<file path="src/rtl/fetch_unit.sv">
// fetch_unit: instruction-fetch/PC stage with an imem req/ready handshake, next-PC selection and a fetch timeout.
module fetch_unit #(
    parameter logic [31:0] RESET_PC = 32'h0000_0000,
    parameter int          TIMEOUT  = 16
) (
    input  logic        clk,
    input  logic        reset_n,
    output logic        imem_req,
    output logic [31:0] imem_addr,
    input  logic [31:0] imem_rdata,
    input  logic        imem_ready,
    input  logic        stall,
    input  logic        pcsrc,
    input  logic [1:0]  jump,
    input  logic [31:0] rs_data,
    output logic [31:0] instr,
    output logic [5:0]  operation,
    output logic [5:0]  functions_number,
    output logic        instr_valid,
    output logic [31:0] pc,
    output logic [31:0] pc_plus4,
    output logic        fetch_err
);
    typedef enum logic [1:0] {IDLE, FETCH, EXEC, HALT} state_t;
    state_t state, next_state;
    logic [7:0]  count;
    logic [31:0] next_pc;
    logic [31:0] br_off;
    logic        timed_out;
    assign imem_req         = state == FETCH;
    assign imem_addr        = pc;
    assign instr_valid      = state == EXEC;
    assign operation        = instr[31:26];
    assign functions_number = instr[5:0];
    assign pc_plus4         = pc + 32'd4;
    assign br_off           = {{14{instr[15]}}, instr[15:0], 2'b00};
    assign timed_out        = count == 8'(TIMEOUT - 1);
    always_comb begin
        next_pc = pc_plus4;
        if (jump == 2'b01)
            next_pc = {pc_plus4[31:28], instr[25:0], 2'b00};
        else if (jump == 2'b10)
            next_pc = {rs_data[31:2], 2'b00};
        else if (jump == 2'b00 && pcsrc)
            next_pc = pc_plus4 + br_off;
    end
    always_comb begin
        next_state = state;
        unique case (state)
            IDLE:  next_state = stall ? IDLE : FETCH;
            FETCH: next_state = imem_ready ? EXEC : (timed_out ? HALT : FETCH);
            EXEC:  next_state = stall ? IDLE : FETCH;
            HALT:  next_state = HALT;
        endcase
    end
    always_ff @(posedge clk or negedge reset_n) begin
        if (!reset_n)
            state <= IDLE;
        else
            state <= next_state;
    end
    // pc and instr only change on handshake/commit edges, so imem_addr is stable during FETCH
    always_ff @(posedge clk or negedge reset_n) begin
        if (!reset_n) begin
            pc        <= RESET_PC;
            instr     <= '0;
            count     <= '0;
            fetch_err <= 1'b0;
        end else begin
            if (state == FETCH) begin
                if (imem_ready) begin
                    instr <= imem_rdata;
                    count <= '0;
                end else begin
                    count <= count + 8'd1;
                    if (timed_out)
                        fetch_err <= 1'b1;
                end
            end
            if (state == EXEC)
                pc <= next_pc;
        end
    end
endmodule

</file>
<file path="config.mk">
export PLATFORM = sky130hd
export DESIGN_NAME = fetch_unit
export DESIGN_NICKNAME = d
export VERILOG_FILES = /design/src/rtl/fetch_unit.sv
export SDC_FILE = /design/constraint.sdc
export NUM_CORES = 1
export LEC_CHECK = 0
export CAP_MARGIN = 10
export CORE_UTILIZATION = 25
export DETAILED_ROUTE_END_ITERATION = 10
export PLACE_DENSITY = 0.54
export SETUP_SLACK_MARGIN = 0.3
export SKIP_CTS_REPAIR_TIMING = 1
export SYNTH_ARGS = -nofsm -noshare
export SYNTH_HDL_FRONTEND = slang
export SYNTH_SLANG_ARGS = --single-unit
</file>
<file path="constraint.sdc">
create_clock -name clk -period 4.4 [get_ports clk]
set_input_delay 0.66 -clock clk [delete_from_list [all_inputs] [get_ports clk]]
set_output_delay 0.66 -clock clk [all_outputs]
set_load 0.02 [all_outputs]
</file>
==> flow_summary.ini, run 1 <==
[clock_tree]
clock_sink_count = 73
tritoncts.num_buffers = 9
cts_buffer_depth = 2
h-tree-depth = 3
insertion_delay_ns = 0.35
tritoncts = built
cell_at_the_root_of_the_clock_tree = sky130_fd_sc_hd__clkbuf_16
clk_transition_reported_paths_ns = 0.06

[synth]
asyncSetResetFlopFracSynth_pct = 100.0
avgSynthCellArea_um2 = 8.664
synthesis.yosys.warnings = 0
synthesis.instances = 726
synth.top_cell.area_share_pct = 29.04
synth.lib_cells_used.distinct = 63
number_of_flops_mapped_to_enable_cells_by_yosys = 0
synth_top_cell_by_area = sky130_fd_sc_hd__dfrtp_1
synth_top_cells_by_area = sky130_fd_sc_hd__dfrtp_1 29%, sky130_fd_sc_hd__ha_1 7.4%, sky130_fd_sc_hd__mux2_2 6.4%, sky130_fd_sc_hd__buf_4 5.7%, sky130_fd_sc_hd__a21oi_1 5.6%
sequential_element_share_of_the_synthesized_area_pct = 29.04
ff_latch_count_synth = 73
netlist_area_um2 = 6290
synth_ff_type = sky130_fd_sc_hd__dfrtp_1

[pwr]
power.static_leakage_uw = 0.003733
power_per_cell_area_nw_per_um2 = 922.5
irDropWorstVdd_v = 0.0003748

[global_routing]
number_of_global_route_vias_before_repair = 5822
grt_start_max_net_pins = 50
grt_antenna_before_repair = 0
global_route_wire_length_before_repair_mm = 35.59
grt_usage_pct = 18.05
gr_overflow_total = 0

[floorplanning]
die_area_um2 = 25800
number_of_standard_cell_rows_in_the_floorplan = 57
initial_cell_density_of_the_core_pct = 25.71
die_width_um = 160.6
die-height_um = 160.6
io_pins = 214
floorplan.core_area_um2 = 24460

[routing]
detail_route.wl_per_cell_um = 18.98
first_pass_iters = 7
detail_route.wirelength_mm = 23.43
highest-signal-layer = met4
m1WireLength_mm = 11.18
routed_via_count = 6160
post-route-drc-count = 0
postRouteAntennaNets = 0
drtIter0Drc = 368
dr_wl_met2_mm = 10.79
route.detailed.vias_per_inst = 4.992
met3WireLength_mm = 1.270

[sta]
post-route-worst-setup-slack_ns = 0.3664
min_period_ns = 4.034
fin_worst_skew_ns = 0.009500
setup_viol = 0
timing.max_slew.rel_slack_pct = 35.41
timing.final.hold_violations = 0
worst_slack_on_hold_paths_ns = 0.3333
slew_violations = 0
maximum_clock_frequency_mhz = 247.9
worst_slew_pin_slew_ns = 0.9688
final_min_period_over_clock_period_pct = 91.67
rsz0062_at_grt = true
fin_tns_setup_ns = 0

[layout]
area_growth_pct = 42.15
finish.net_count = 1014
layout.core_utilization_pct = 36.55
fillCellCount = 2544
final_cell_mix = 204 x sky130_fd_sc_hd__clkdlybuf4s50_1, 70 x sky130_fd_sc_hd__nand2_1, 70 x sky130_fd_sc_hd__a21oi_1, 68 x sky130_fd_sc_hd__dfrtp_1, 43 x sky130_fd_sc_hd__buf_4
antennaDiodeCount = 0
post_route_cells_drive_above_1_share_pct = 14.51
mostFrequentLayoutCell = sky130_fd_sc_hd__clkdlybuf4s50_1

[critical_path]
r2r-end = imem_addr[31]$_DFFE_PN0P_
r2r_path_start = imem_addr[14]$_DFFE_PN0P_
endpoint_kind_of_the_worst_setup_timing_path = flop
startpoint_type = flop
critical_path.max_fanout = 5
critical_path_arrival_ns = 4.22
r2r_cells = 14
reg2reg_setup_slack_ns = 0.37
worst-endpoint-required_ns = 4.59
timing.setup.critical_path_class = reg2reg

[worst_hold_path]
hold_class = in2async

[place]
place_ws_ns = 0.2752
detailed_place_hpwl_mm = 17.79
finalWeightedCongestion = 0.8959
io_buffers = 205

[flow_run]
max-cap-violations = 0

[status]
outcome = finished, final reports clean
## cell families after synthesis
logic type               after synthesis  synth area share [%]
AO/OA/AOI/OAI                        210                 21.58
XOR/XNOR                              55                 8.017
adder cells (fa/ha/maj)               38                 7.678
buffers and inverters                100                 8.872
flip-flops                            73                 29.04
multiplexers                          44                 8.912
other                                  1               0.05962
AND/OR/NAND/NOR                      205                 15.83
## power by group
part           switching (uW)  leakage (uW)  internal (uW)
Combinational            3280       0.00273           2800
Sequential                439      0.000863           1000
Clock                     333      0.000136            405
Total                    4050       0.00373           4200
## registers in the layout, summed over array words and instances (netlist names)
signal     count
count          8
state          2
imem_addr     30
fetch_err      1
instr         32
## routing by layer
metal  up-vias  GRT usage [%]
met5         -              0
met4         0          3.203
li1       2971              -
met3        15          3.590
met2       196          28.71
met1      2978          25.38
## Yosys cell counts, drive strengths merged (2+ instances only)
library cell and instances:
a211o 4, a211oi 5, a21o 28, a21oi 71, a221oi 8, a222oi 2, a22oi 4, a31o 3
a31oi 6, and2 3, and3 7, and4 5, buf 54, clkbuf 30, dfrtp 73, ha 37
inv 16, mux2 36, mux2i 2, mux4 6, nand2 70, nand2b 7, nand3 24, nand4 15
nor2 44, nor2b 5, nor3 12, nor4 3, nor4b 2, o211a 2, o211ai 4, o21a 4
o21ai 36, o21bai 2, o221ai 6, o22ai 8, o2bb2ai 2, o31a 3, o31ai 4, or3 3
or4 4, xnor2 31, xor2 24
## worst max-delay path by stage
stage	from	end	slack, ns	cells past startpoint
floorplan	imem_addr[7]$_DFFE_PN0P_	imem_addr[31]$_DFFE_PN0P_	0.30	16
global placement	imem_addr[12]$_DFFE_PN0P_	imem_addr[31]$_DFFE_PN0P_	0.31	14
detailed placement	imem_addr[12]$_DFFE_PN0P_	imem_addr[31]$_DFFE_PN0P_	0.28	14
CTS	imem_addr[12]$_DFFE_PN0P_	imem_addr[31]$_DFFE_PN0P_	0.23	14
global route	imem_addr[2]$_DFFE_PN0P_	imem_addr[31]$_DFFE_PN0P_	0.25	17
finish	imem_addr[14]$_DFFE_PN0P_	imem_addr[31]$_DFFE_PN0P_	0.37	14
## worst max-delay path: stages (launching register included)
cell	delay, ns
sky130_fd_sc_hd__dfrtp_2	0.42
sky130_fd_sc_hd__nand4_1	0.17
sky130_fd_sc_hd__or4_4	0.61
sky130_fd_sc_hd__or3_4	0.42
sky130_fd_sc_hd__nor2_2	0.16
sky130_fd_sc_hd__xor2_2	0.10
sky130_fd_sc_hd__ha_1	0.32
sky130_fd_sc_hd__and2_1	0.17
sky130_fd_sc_hd__nand4_1	0.20
sky130_fd_sc_hd__or3_1	0.36
sky130_fd_sc_hd__a211o_1	0.28
sky130_fd_sc_hd__o31a_1	0.15
sky130_fd_sc_hd__a211o_1	0.31
sky130_fd_sc_hd__nand3_1	0.08
sky130_fd_sc_hd__o311ai_0	0.11
## per-stage QoR
step,power [uW],cell area (um^2),instances
2_1_floorplan,5312,6320,731
3_3_place_gp,7413,8562,1214
3_5_place_dp,7427,8562,1214
4_1_cts,8215,8851,1230
5_1_grt,8844,8941,1234
6_report,8248,8941,1234
## final cells by class
type | instances | area [um^2] | share of cell area (%)
Multi-Input combinational cell | 558 | 3989 | 44.61
Timing Repair Buffer | 247 | 2365 | 26.45
Sequential cell | 73 | 1833 | 20.50
Tap cell | 324 | 405.4 | 4.534
Clock buffer | 10 | 239.0 | 2.673
Inverter | 16 | 60.06 | 0.6717
Clock inverter | 6 | 50.05 | 0.5598
Note: power is estimated with default switching activity, not from simulation.
==> inputs of run 2 (changes only) <==
Settings changed: ABC_AREA set to 1, PLACE_DENSITY 0.54 to 0.53, SKIP_LAST_GASP set to 1.
==> run 2 against run 1 <==
Compared with the run above:
- critical endpoint is now imem_addr[17]$_DFFE_PN0P_
- largest cell class unchanged
- first-iteration DRC count rose by 63%
- area after synthesis rose by 17%
- die area increased by 16%
- total power shrank 0.94%
- critical path type unchanged
- clock-buffer cell count increased by 1
==> flow_summary.ini, run 2 <==
[status]
outcome = finished, final reports clean

[sta]
fin_worst_skew_ns = 0.01973
worst_slew_pin_slew_ns = 1.007
final_min_period_over_clock_period_pct = 81.47
slew_violations = 0
min_period_ns = 3.585
post-route-worst-setup-slack_ns = 0.8154
timing.final.hold_violations = 0
maximum_clock_frequency_mhz = 279.0
rsz0062_at_grt = false
timing.max_slew.rel_slack_pct = 32.85
worst_slack_on_hold_paths_ns = 0.4521
fin_tns_setup_ns = 0
setup_viol = 0

[routing]
first_pass_iters = 5
detail_route.wirelength_mm = 27.76
route.detailed.vias_per_inst = 4.513
detail_route.wl_per_cell_um = 15.76
drtIter0Drc = 601
post-route-drc-count = 0
routed_via_count = 7948
postRouteAntennaNets = 0

[critical_path]
worst-endpoint-required_ns = 4.63
endpoint_kind_of_the_worst_setup_timing_path = flop
cp_cell_sequence = ha_1 -> nand2_1 -> inv_2 -> nand2_2 -> nor2_4 -> nand2_1 -> inv_1 -> nand2_1 -> xor2_1 -> inv_1 -> ha_1 -> nand2_1 -> inv_1 -> a21oi_1 -> nand2_1 -> inv_1 -> nand2_1 -> or2_2 -> nand3_1 -> nand2_1 -> a21oi_1 -> nor2_1
path_common_cell = sky130_fd_sc_hd__nand2_1
max_stage_delay_ns = 0.44
worst_path_max_delay_cell = sky130_fd_sc_hd__dfrtp_1
r2r_path_start = imem_addr[2]$_DFFE_PN0P_
timing.setup.critical_path_class = reg2reg
worst-path-buf-inv = 5
startpoint_type = flop
critical_path.max_fanout = 6
r2r-end = imem_addr[17]$_DFFE_PN0P_
reg2reg_setup_slack_ns = 0.82
r2r_cells = 22
critical_path_arrival_ns = 3.81
crit_family = simple AND/OR/NAND/NOR gates

[clock_tree]
cell_at_the_root_of_the_clock_tree = sky130_fd_sc_hd__clkbuf_16
cts_buffer_depth = 2
tritoncts = built
clk_transition_reported_paths_ns = 0.07
insertion_delay_ns = 0.36
clock_sink_count = 73
h-tree-depth = 3
tritoncts.num_buffers = 9

[pwr]
irDropWorstVdd_v = 0.0003409
power.static_leakage_uw = 0.005012
power_per_cell_area_nw_per_um2 = 833.7

[layout]
largest-register = instr
stdcell_area_um2 = 9801
largest_register_ff_count = 32
mostFrequentLayoutCell = sky130_fd_sc_hd__nand2_1
area_growth_pct = 33.51
finish.net_count = 1479
final_cell_mix = 463 x sky130_fd_sc_hd__nand2_1, 204 x sky130_fd_sc_hd__clkdlybuf4s50_1, 181 x sky130_fd_sc_hd__inv_1, 82 x sky130_fd_sc_hd__nand3_1, 80 x sky130_fd_sc_hd__nor2_1
layout.core_utilization_pct = 34.05
post_route_cells_drive_above_1_share_pct = 5.164

[synth]
synth.lib_cells_used.distinct = 51
ff_latch_count_synth = 73
synthesis.yosys.warnings = 0
cell_with_the_most_instances_after_synthesis = sky130_fd_sc_hd__nand2_1
synth.top_cell.area_share_pct = 24.88
synth_top_cells_by_area = sky130_fd_sc_hd__dfrtp_1 25%, sky130_fd_sc_hd__nand2_1 24%, sky130_fd_sc_hd__inv_1 9.3%, sky130_fd_sc_hd__ha_1 6.3%, sky130_fd_sc_hd__nand3_1 5.6%
synth_ff_type = sky130_fd_sc_hd__dfrtp_1
avgSynthCellArea_um2 = 6.042
netlist_area_um2 = 7341
number_of_flops_mapped_to_enable_cells_by_yosys = 0
asyncSetResetFlopFracSynth_pct = 100.0
synthesis.instances = 1215
sequential_element_share_of_the_synthesized_area_pct = 24.88
synth_top_cell_by_area = sky130_fd_sc_hd__dfrtp_1
commonest_cells_in_the_synthesized_netlist = 463 x sky130_fd_sc_hd__nand2_1, 181 x sky130_fd_sc_hd__inv_1, 82 x sky130_fd_sc_hd__nand3_1, 82 x sky130_fd_sc_hd__nor2_1, 73 x sky130_fd_sc_hd__dfrtp_1

[place]
cell_area_after_placement_um2 = 9489
io_buffers = 205
finalWeightedCongestion = 0.8854
place_ws_ns = 0.8696
detailed_place_hpwl_mm = 22.17

[floorplanning]
io_pins = 214
floorplan.core_area_um2 = 28780
initial_cell_density_of_the_core_pct = 25.51
number_of_standard_cell_rows_in_the_floorplan = 62
die_area_um2 = 30050
die-height_um = 173.4
die_width_um = 173.4

[worst_hold_path]
hold_class = in2async

[global_routing]
grt_antenna_before_repair = 2
grt_usage_pct = 18.36
grt_start_max_net_pins = 74
number_of_global_route_vias_before_repair = 7465
gr_overflow_total = 0
global_route_wire_length_before_repair_mm = 42.52

[flow_run]
max-cap-violations = 0
run 2: power breakdown:
group / leakage (uW) / internal (uW) / switching (uW)
Sequential: 0.000897 / 967 / 557
Clock: 0.000146 / 459 / 322
Combinational: 0.00397 / 2320 / 3550
Total: 0.00501 / 3740 / 4430
run 2: cell families (layout without fill, tap and decap cells):
group | after synthesis | after routing | share of synthesized area, %
flip-flops | 73 | 73 | 24.88
adder cells (fa/ha/maj) | 38 | 38 | 6.579
other | 1 | 8 | 0.05108
AND/OR/NAND/NOR | 705 | 705 | 41.03
AO/OA/AOI/OAI | 118 | 118 | 9.136
XOR/XNOR | 20 | 20 | 2.386
buffers and inverters | 260 | 415 | 15.94
run 2: metal layers:
| layer | global-route usage [%] | up-vias | routed length, um |
|---|---|---|---|
| li1 | - | 4058 | - |
| met1 | 24.58 | 3621 | 12870 |
| met2 | 30.49 | 238 | 12920 |
| met3 | 2.697 | 31 | 1387 |
| met4 | 5.310 | 0 | 583 |
| met5 | 0 | - | 0 |
run 2: worst max path at each step:
stage | cells past startpoint | to | startpoint
floorplan | 19 | imem_addr[17]$_DFFE_PN0P_ | imem_addr[2]$_DFFE_PN0P_
global placement | 23 | imem_addr[21]$_DFFE_PN0P_ | imem_addr[2]$_DFFE_PN0P_
detailed placement | 23 | imem_addr[21]$_DFFE_PN0P_ | imem_addr[2]$_DFFE_PN0P_
CTS | 23 | imem_addr[21]$_DFFE_PN0P_ | imem_addr[2]$_DFFE_PN0P_
global route | 23 | imem_addr[21]$_DFFE_PN0P_ | imem_addr[3]$_DFFE_PN0P_
finish | 22 | imem_addr[17]$_DFFE_PN0P_ | imem_addr[2]$_DFFE_PN0P_
run 2: layout make-up:
cell class              count  area, um^2
diodes                      2       5.005
clock buffers              11       242.7
clock inverters             5       63.81
fillers                  3180       18980
inverters                 187       701.9
multi-input cells         887        4378
flip-flops and latches     73        1827
well taps                 384       480.5
repair buffers            212        2102
run 2: stage by stage:
stage                     power, uW  instances
after floorplan                5246       1220
after global placement         7376       1743
after detailed placement       7392       1743
after CTS                      8223       1759
after global routing           8905       1761
final                          8170       1761
run 2: worst register-to-register path, stage by stage, from the launching register on:
cell and delay, ns:
sky130_fd_sc_hd__dfrtp_1 0.44, sky130_fd_sc_hd__ha_1 0.22, sky130_fd_sc_hd__nand2_1 0.09, sky130_fd_sc_hd__inv_2 0.07
sky130_fd_sc_hd__nand2_2 0.09, sky130_fd_sc_hd__nor2_4 0.17, sky130_fd_sc_hd__nand2_1 0.11, sky130_fd_sc_hd__inv_1 0.17
sky130_fd_sc_hd__nand2_1 0.09, sky130_fd_sc_hd__xor2_1 0.19, sky130_fd_sc_hd__inv_1 0.09, sky130_fd_sc_hd__ha_1 0.35
sky130_fd_sc_hd__nand2_1 0.18, sky130_fd_sc_hd__inv_1 0.06, sky130_fd_sc_hd__a21oi_1 0.22, sky130_fd_sc_hd__nand2_1 0.11
sky130_fd_sc_hd__inv_1 0.06, sky130_fd_sc_hd__nand2_1 0.05, sky130_fd_sc_hd__or2_2 0.27, sky130_fd_sc_hd__nand3_1 0.14
sky130_fd_sc_hd__nand2_1 0.12, sky130_fd_sc_hd__a21oi_1 0.14, sky130_fd_sc_hd__nor2_1 0.05
